<file path="config.mk">
export PLATFORM = sky130hd
export DESIGN_NAME = fifo_wr_arbiter
export DESIGN_NICKNAME = d
export VERILOG_FILES = /design/src/rtl/fifo_arb_pkg.sv /design/src/rtl/fifo_wr_arbiter_rr_picker.sv /design/src/rtl/fifo_wr_arbiter.sv
export SDC_FILE = /design/constraint.sdc
export NUM_CORES = 1
export LEC_CHECK = 0
export CORE_MARGIN = 3
export CORE_UTILIZATION = 28
export DETAILED_ROUTE_END_ITERATION = 8
export PLACE_DENSITY_LB_ADDON = 0.1
export SETUP_SLACK_MARGIN = 0.1
export SLEW_MARGIN = 20
export SYNTH_ARGS = -nofsm -noshare
export SYNTH_HDL_FRONTEND = slang
export SYNTH_SLANG_ARGS = --single-unit
export TNS_END_PERCENT = 5
</file>
<file path="constraint.sdc">
create_clock -name clk_i -period 3.62 [get_ports clk_i]
set_clock_uncertainty 0.2 [all_clocks]
set_input_delay 0.724 -clock clk_i [delete_from_list [all_inputs] [get_ports clk_i]]
set_output_delay 0.724 -clock clk_i [all_outputs]
set_load 0.05 [all_outputs]
</file>
<file path="src/rtl/fifo_arb_pkg.sv">
// Shared types and helpers for the FIFO write-side round-robin arbiter.
package fifo_arb_pkg;

    // Arbiter FSM: IDLE arbitrates every beat, LOCKED holds one owner for a packet.
    typedef enum logic [0:0] {
        IDLE   = 1'b0,
        LOCKED = 1'b1
    } arb_state_t;

    // Round-robin successor of ptr, wrapping from num_req-1 back to 0.
    function automatic int unsigned rr_next(input int unsigned ptr, input int unsigned num_req);
        int unsigned nxt;
        if ((ptr + 32'd1) >= num_req) begin
            nxt = 32'd0;
        end else begin
            nxt = ptr + 32'd1;
        end
        return nxt;
    endfunction

endpackage

</file>
<file path="src/rtl/fifo_wr_arbiter_rr_picker.sv">
// Combinational rotating-priority first-one finder: searches req_i starting
// at base_i and wrapping at N-1 -> 0. Returns one-hot, index and any-hit.
module rr_picker #(
    parameter int N  = 4,
    parameter int IW = $clog2(N)
) (
    input  logic [N-1:0]  req_i,
    input  logic [IW-1:0] base_i,
    output logic [N-1:0]  onehot_o,
    output logic [IW-1:0] idx_o,
    output logic          any_o
);

    logic [IW:0]   sum_s;
    logic [IW:0]   wrap_s;
    logic [IW-1:0] cand_s;

    // Walk candidates base, base+1, ... (mod N) and keep the first requester.
    always_comb begin
        onehot_o = '0;
        idx_o    = '0;
        any_o    = 1'b0;
        sum_s    = '0;
        wrap_s   = '0;
        cand_s   = '0;
        for (int i = 0; i < N; i++) begin
            sum_s  = {1'b0, base_i} + (IW+1)'(i);
            wrap_s = sum_s - (IW+1)'(N);
            cand_s = (sum_s >= (IW+1)'(N)) ? wrap_s[IW-1:0] : sum_s[IW-1:0];
            if (!any_o && req_i[cand_s]) begin
                onehot_o[cand_s] = 1'b1;
                idx_o            = cand_s;
                any_o            = 1'b1;
            end else begin
                // An earlier candidate already won; keep it.
                any_o = any_o;
            end
        end
    end

endmodule

</file>
<file path="src/rtl/fifo_wr_arbiter.sv">
// Round-robin arbiter sharing one sync_fifo push port among NUM_REQ
// valid/ready producers. Zero-latency: a beat is pushed in the cycle it is
// accepted. Optional packet locking is enabled by defining
// FIFO_ARB_PKT_LOCK_EN; otherwise arbitration is per beat.
module fifo_wr_arbiter
    import fifo_arb_pkg::*;
#(
    parameter int NUM_REQ    = 4,
    parameter int DATA_WIDTH = 32,
    parameter int MAX_BEATS  = 16
) (
    input  logic                                 clk_i,
    input  logic                                 rst_i,
    input  logic [NUM_REQ-1:0][DATA_WIDTH-1:0]   req_data_i,
    input  logic [NUM_REQ-1:0]                   req_valid_i,
    input  logic [NUM_REQ-1:0]                   req_last_i,
    output logic [NUM_REQ-1:0]                   req_ready_o,
    output logic [DATA_WIDTH-1:0]                fifo_data_o,
    output logic                                 fifo_push_o,
    input  logic                                 fifo_full_i,
    output logic [NUM_REQ-1:0]                   grant_o,
    output logic [$clog2(NUM_REQ)-1:0]           grant_id_o
);

    localparam int IW = $clog2(NUM_REQ);

    logic [IW-1:0]      ptr_q;
    logic [IW-1:0]      ptr_d;
    arb_state_t         state_q;
    logic [IW-1:0]      owner_q;

    logic [NUM_REQ-1:0] pick_onehot_s;
    logic [IW-1:0]      pick_idx_s;
    logic               pick_any_s;
    logic [NUM_REQ-1:0] grant_s;
    logic [IW-1:0]      grant_id_s;
    logic               xfer_s;

    rr_picker #(
        .N  (NUM_REQ),
        .IW (IW)
    ) u_picker (
        .req_i    (req_valid_i),
        .base_i   (ptr_q),
        .onehot_o (pick_onehot_s),
        .idx_o    (pick_idx_s),
        .any_o    (pick_any_s)
    );

    // Current grant: nothing in reset, the lock owner when locked, else the RR pick.
    always_comb begin
        grant_s    = '0;
        grant_id_s = '0;
        if (rst_i) begin
            grant_s    = '0;
            grant_id_s = '0;
        end else if (state_q == LOCKED) begin
            grant_s[owner_q] = 1'b1;
            grant_id_s       = owner_q;
        end else begin
            grant_s    = pick_any_s ? pick_onehot_s : '0;
            grant_id_s = pick_idx_s;
        end
    end

    assign xfer_s      = (|(grant_s & req_valid_i)) & ~fifo_full_i;
    assign fifo_push_o = xfer_s;
    assign req_ready_o = grant_s & {NUM_REQ{~fifo_full_i}};
    assign fifo_data_o = req_data_i[grant_id_s];
    assign grant_o     = grant_s;
    assign grant_id_o  = grant_id_s;

`ifdef FIFO_ARB_PKT_LOCK_EN
    localparam int CW = $clog2(MAX_BEATS + 1);

    arb_state_t    state_d;
    logic [IW-1:0] owner_d;
    logic [CW-1:0] beat_cnt_q;
    logic [CW-1:0] beat_cnt_d;
    logic          last_s;

    assign last_s = req_last_i[grant_id_s];

    // Packet-lock FSM next state; pointer advances only when a grant is released.
    always_comb begin
        ptr_d      = ptr_q;
        state_d    = state_q;
        owner_d    = owner_q;
        beat_cnt_d = beat_cnt_q;
        if (xfer_s) begin
            case (state_q)
                IDLE: begin
                    if (!last_s && (MAX_BEATS > 1)) begin
                        state_d    = LOCKED;
                        owner_d    = grant_id_s;
                        beat_cnt_d = CW'(1);
                    end else begin
                        ptr_d = IW'(rr_next(32'(grant_id_s), 32'(NUM_REQ)));
                    end
                end
                LOCKED: begin
                    if (last_s || ((beat_cnt_q + CW'(1)) == CW'(MAX_BEATS))) begin
                        state_d    = IDLE;
                        beat_cnt_d = '0;
                        ptr_d      = IW'(rr_next(32'(owner_q), 32'(NUM_REQ)));
                    end else begin
                        beat_cnt_d = beat_cnt_q + CW'(1);
                    end
                end
                default: begin
                    state_d    = IDLE;
                    beat_cnt_d = '0;
                end
            endcase
        end else begin
            // No transfer (idle or back-pressured): everything holds.
            state_d = state_q;
        end
    end

    // Arbiter state registers with synchronous reset.
    always_ff @(posedge clk_i) begin
        if (rst_i) begin
            ptr_q      <= '0;
            state_q    <= IDLE;
            owner_q    <= '0;
            beat_cnt_q <= '0;
        end else begin
            ptr_q      <= ptr_d;
            state_q    <= state_d;
            owner_q    <= owner_d;
            beat_cnt_q <= beat_cnt_d;
        end
    end
`else
    logic unused_cfg_s;

    assign state_q      = IDLE;
    assign owner_q      = '0;
    assign unused_cfg_s = ^{req_last_i, (MAX_BEATS >= 1)};

    // Per-beat arbitration: advance past the requester that just transferred.
    always_comb begin
        ptr_d = ptr_q;
        if (xfer_s) begin
            ptr_d = IW'(rr_next(32'(grant_id_s), 32'(NUM_REQ)));
        end else begin
            ptr_d = ptr_q;
        end
    end

    // Priority pointer register with synchronous reset.
    always_ff @(posedge clk_i) begin
        if (rst_i) begin
            ptr_q <= '0;
        end else begin
            ptr_q <= ptr_d;
        end
    end
`endif

endmodule

</file>
---- Yosys cells after proc, flatten, opt, wreduce, memory -nomap -nowiden ----
Cells that the tools add are included.
storage, ports and cells
  register bits after elaboration ......... 2
  input port bits ......................... 139
  output and inout bits ................... 43
  logic and storage cells ................. 79
cells by class
  $add $sub $neg .......................... 8
  magnitude comparators ................... 14
  multiplexer cells ....................... 38
  bitwise logic cells ..................... 7
  reductions and logical operators ........ 11
operators with widths
  kind                   count
  $bmux W32 S2           1
  $mux W32               1
  $mux W4                6
  $mux W2                10
  $lt A2 B3 Y1 const B   5
  $ge A3 B3 Y1 const B   4
  $mux W1                12
  $or A4 B4 Y4           3
  $and A4 B4 Y4          2
  $bmux W1 S2            4
  $demux W1 S2           4
  $ge A2 B1 Y1 const B   4
  $sub A2 B1 Y2 const B  4
  $logic_and A1 B1 Y1    7
  $add A2 B1 Y3 const B  2
  $add A2 B2 Y3 const B  2
  $reduce_or A4 Y1       1
  $ge A2 B3 Y1 const B   1
  $logic_not A1 Y1       3
  $and A1 B1 Y1          1
  $not A1 Y1             1

---- Longest topological paths before layout ----
  depth after elaboration ................. 19
  mapped depth ............................ 14
  gate-level depth less buffers ........... 11

---- By module ----
Synthesis repeated with hierarchy kept, for this count alone.
second synthesis, totals
  cells, all modules ...................... 252
  area, all modules ....................... 1700.4 um^2
modules (own cells, without submodules)
  module           instances  cells an instance  area an instance (um^2)  sequential area each (um^2)
  fifo_wr_arbiter  1          207                1278.7                   40.0
  rr_picker        1          45                 421.7                    0.0

---- Worst setup path after synthesis ----
No wires, ideal clock.
  path kind ............................... flip-flop to output port
  from .................................... reg ptr_q[0]
  to ...................................... out req_ready_o[0]
  data arrival time ....................... 3505 ps
  data required time ...................... 2696 ps
  slack ................................... -809 ps
  stages on the path, launching flop included .. 10
  path buffers ............................ 2
  cell sequence ........................... dfxtp_1 buf_2 inv_1 ha_1 buf_2 or3b_1 a2111oi_4 o21ai_0 and4_1 nor3_1
between the ends
  longest elaborated chain between the ends .. 17
  elaborated cells on any way between the ends .. 63
  those cells by class .................... add/sub: 7; order compare: 12; mux: 30; bitwise: 4; reduce/logical: 10
ends and longest elaborated chain
  item                                                                    line                    text
  start, declared                                                         fifo_wr_arbiter.sv:27   logic [IW-1:0] ptr_q;
  start signal, assigned                                                  fifo_wr_arbiter.sv:157  ptr_q <= ptr_d;
  parallel branches: the longest is 14 deep, another holds $add A2 B1 Y3  -
  $mux W4 *                                                               fifo_wr_arbiter.sv:61   grant_s = pick_any_s ? pick_onehot_s : '0;
  $mux W4 *                                                               fifo_wr_arbiter.sv:54   if (rst_i) begin
  $and A4 B4 Y4 *                                                         fifo_wr_arbiter.sv:68   assign req_ready_o = grant_s & {NUM_REQ{~fifo_full_i}};
  end, declared                                                           fifo_wr_arbiter.sv:17   output logic [NUM_REQ-1:0] req_ready_o,
Mark *: on every way between the ends. The select of a mux whose other input is x is not followed.

---- Worst setup path after layout ----
  from .................................... in req_valid_i[2]
  to ...................................... out fifo_data_o[19]
between the ends
  longest elaborated chain between the ends .. 15
  elaborated cells on any way between the ends .. 24
  those cells by class .................... mux: 18; reduce/logical: 6
ends and longest elaborated chain
  item                              line                             text
  start, declared                   fifo_wr_arbiter.sv:15            input logic [NUM_REQ-1:0] req_valid_i,
  $bmux W1 S2                       fifo_wr_arbiter_rr_picker.sv:30  if (!any_o && req_i[cand_s]) begin
  $mux W1 (implied by the code)     fifo_wr_arbiter_rr_picker.sv:30
  $mux W1                           fifo_wr_arbiter_rr_picker.sv:30
  $logic_not A1 Y1                  fifo_wr_arbiter_rr_picker.sv:30
  $logic_and A1 B1 Y1               fifo_wr_arbiter_rr_picker.sv:30
  $mux W1                           fifo_wr_arbiter_rr_picker.sv:30
  $logic_not A1 Y1                  fifo_wr_arbiter_rr_picker.sv:30
  $logic_and A1 B1 Y1               fifo_wr_arbiter_rr_picker.sv:30
  $mux W1                           fifo_wr_arbiter_rr_picker.sv:30
  $logic_not A1 Y1                  fifo_wr_arbiter_rr_picker.sv:30
  $logic_and A1 B1 Y1               fifo_wr_arbiter_rr_picker.sv:30
  $mux W2 *                         fifo_wr_arbiter_rr_picker.sv:30
  $mux W2 *                         fifo_wr_arbiter.sv:54
  $bmux W32 S2 *                    fifo_wr_arbiter.sv:69            assign fifo_data_o = req_data_i[grant_id_s];
  $mux W32 (implied by the code) *  fifo_wr_arbiter.sv:69
  end, declared                     fifo_wr_arbiter.sv:18            output logic [DATA_WIDTH-1:0] fifo_data_o,
Every way passes the cells marked *; elsewhere a longest branch is shown, timed or not. The select of a mux whose other input is x is not followed.

==> results.md <==
- Cell Area, Synth: 0.00185 mm²
- Vias in the first global route: 2516
- Die width: 87.4 µm
- Post-route setup slack: -0.264 ns
- Post-synth top flop: dfxtp_1
- Final min period: 3.88 ns
- Total power: 3.53 mW
- Largest net degree at the start of global routing: 16
- Worst Path Max Fanout: 4
- Violated checks: negative setup slack
- Cells after synthesis: 213
- Worst hold path type: flip-flop to flip-flop
- HPWL Detailed: 6740 µm
- CP Launch Type: primary input
- TritonCTS clock tree: yes
- Antenna Cells: 0
- Largest regs: ptr_q x2
- Slew Viols, Final: 0
- Largest Register: ptr_q
- Clk Latency, worst-skew pair: 0.22 ns
- Port bufs: 177
- Mapped Avg Cell Area: 8.71 µm²
- Final setup violation count: 36
- Die Area: 0.00764 mm²
- Initial antenna violation count: 0
- CP Capture Type: primary output
- CTS Sinks: 2
- Area grow syn2layout: 201%
- Final antenna-violating net count: 0
- Final nets: 577
- Post-synthesis sequential area ratio: 2.16%
- Number of buffers inserted during clock tree synthesis: 3
- Metal-1 WL: 3780 µm
- CP Class: primary input to primary output
- WL met2: 6640 µm
- Critical path required time: 2.70 ns
- CTS clock-pin slew for the worst setup and hold paths: 0.03 ns
- # hold bufs at CTS: 0
- WL/cell: 23.0 µm
- IO Count: 182
- DR iter-0 viols: 175
- Rows: 29
- Vias per std cell: 5.43
- Final worst-path cycle share: 107%
- GP Congestion: 0.778
- Drt pass-1 iters: 4
- Worst Path Arrival: 2.96 ns
- First-pass GRT wire length: 11700 µm
- # DRC: 0
- Peak VDD IR: 0.494 mV
- Layout cells sized above 1: 50.7%
- Synth warn: 0
- Pleak: 2.07 nW
- Non-filler instance count after layout: 505
- Drt total wl: 11600 µm
- Worst-margin pin slew: 0.430 ns
- Highest Clock Rate: 257 MHz
- Die H: 87.4 µm
- Uppermost layer routed: met4
- Multi-input logic area: 0.00284 mm²
- RSZ-0062 raised after global routing: true
- Via count: 2742
- Slew HR: 71.3%
- Synth Register Bits: 2
- Wire length on met3: 819 µm
- Root buffer cell: clkbuf_8
- Bufs on Longest Clock Path: 2
- Commonest non-fill, non-tap cell in the layout: clkdlybuf4s50_1
- Largest register FFs: 2
- H-tree depth: 1
- P per Cell Area: 633 mW/mm²
- Core box area: 0.00639 mm²
- Total GRT Usage: 19.2%
- Synthesized Nets: 361
- Final-report hold violation count: 0
- Worst slack at placement: -0.554 ns
- GR Overflow Total: 0
- Outcome: finished, violations left
- Filler instances: 285
- Inst Count DP: 486
- Maxcap violations: 0
- Synth cell types: 37
- Most frequent cells in the layout: 130 x clkdlybuf4s50_1, 84 x mux2i_4, 36 x buf_6, 34 x buf_4, 18 x buf_12
- Post-synth ARST share: 0%
- Initial cell density of the core: 29.0%
- EDFF count, synth: 0
- FF/Latch Area: 43.8 µm²
-- metal layers --
metal / track usage [%] / vias up
met5: 0 / -
met4: 3.35 / 0
met3: 5.77 / 35
met2: 37.3 / 163
met1: 20.3 / 1291
li1: - / 1253
-- path summary, 6_finish.rpt --
kind | startpoint | to | slack (ns) | cells after the start
setup / recovery | req_valid_i[2] | fifo_data_o[19] | -0.26 | 11
hold / removal | ptr_q[0]$_SDFFE_PP0P_ | ptr_q[0]$_SDFFE_PP0P_ | 0.51 | 3
setup reg to reg | ptr_q[0]$_SDFFE_PP0P_ | ptr_q[1]$_SDFFE_PP0P_ | 0.33 | 12
hold reg to reg | ptr_q[0]$_SDFFE_PP0P_ | ptr_q[0]$_SDFFE_PP0P_ | 0.51 | 3
-- area by class of cell --
cell class	count	area share, %
Multi-Input combinational cell	187	50.9
Timing Repair Buffer	226	45.2
Tap cell	77	1.73
Clock buffer	4	0.807
Sequential cell	2	0.785
Inverter	9	0.605
-- cells in the mapped netlist, types with 2 or more instances --
cell / instances / share of area (%)
a41oi_1: 4 / 1.9
nor3_1: 6 / 1.6
o21ai_0: 11 / 3.0
o21ai_1: 2 / 0.54
nand3_1: 5 / 1.3
inv_2: 2 / 0.41
dfxtp_1: 2 / 2.2
ha_1: 9 / 6.1
nor3b_1: 9 / 3.6
nand2b_1: 3 / 1.0
nand2_1: 3 / 0.61
buf_2: 7 / 1.9
and2_1: 5 / 1.7
buf_6: 2 / 1.2
and4_1: 4 / 1.9
mux2i_1: 100 / 54
buf_8: 4 / 3.2
inv_1: 7 / 1.4
a22o_1: 2 / 0.94
nor2_1: 9 / 1.8
-- worst max-delay path: stages --
cell,delay [ns]
buf_6,0.10
mux4_2,0.48
buf_4,0.16
a22o_4,0.26
mux2i_4,0.19
buf_12,0.15
buf_6,0.14
clkbuf_16,0.17
mux2i_4,0.20
mux2i_4,0.20
buf_6,0.19
-- where the power goes --
group          switching (mW)  total [mW]  internal [mW]
clock network          0.0207      0.0956         0.0749
logic                    1.68        3.40           1.72
registers             0.00551      0.0377         0.0322
-- cells by family after synthesis --
logic type / after synthesis / synth area share [%]
multiplexers: 102 / 55.8
AND/OR/NAND/NOR: 49 / 15.9
AO/OA/AOI/OAI: 27 / 11.3
buffers and inverters: 24 / 8.77
adder cells (fa/ha/maj): 9 / 6.07
flip-flops: 2 / 2.16
-- per-stage QoR --
step	hold WS (ns)	cell area (µm²)	setup TNS, ns	util (%)
2_1_floorplan	0.440	2350	-6.11	-
3_3_place_gp	0.452	4450	-17.51	69.6
3_5_place_dp	0.456	4450	-19.94	69.6
4_1_cts	0.463	4760	-6.17	74.5
5_1_grt	0.557	5580	-8.16	87.4
6_report	0.510	5580	-6.58	87.4
-- what timing repair did --
action,CTS,global route
pin swaps,4,3
resized for setup,55,128
setup endpoints to repair,43,41
buffers inserted,8,1
gates cloned,2,4
(Power assumes the default switching activity.)
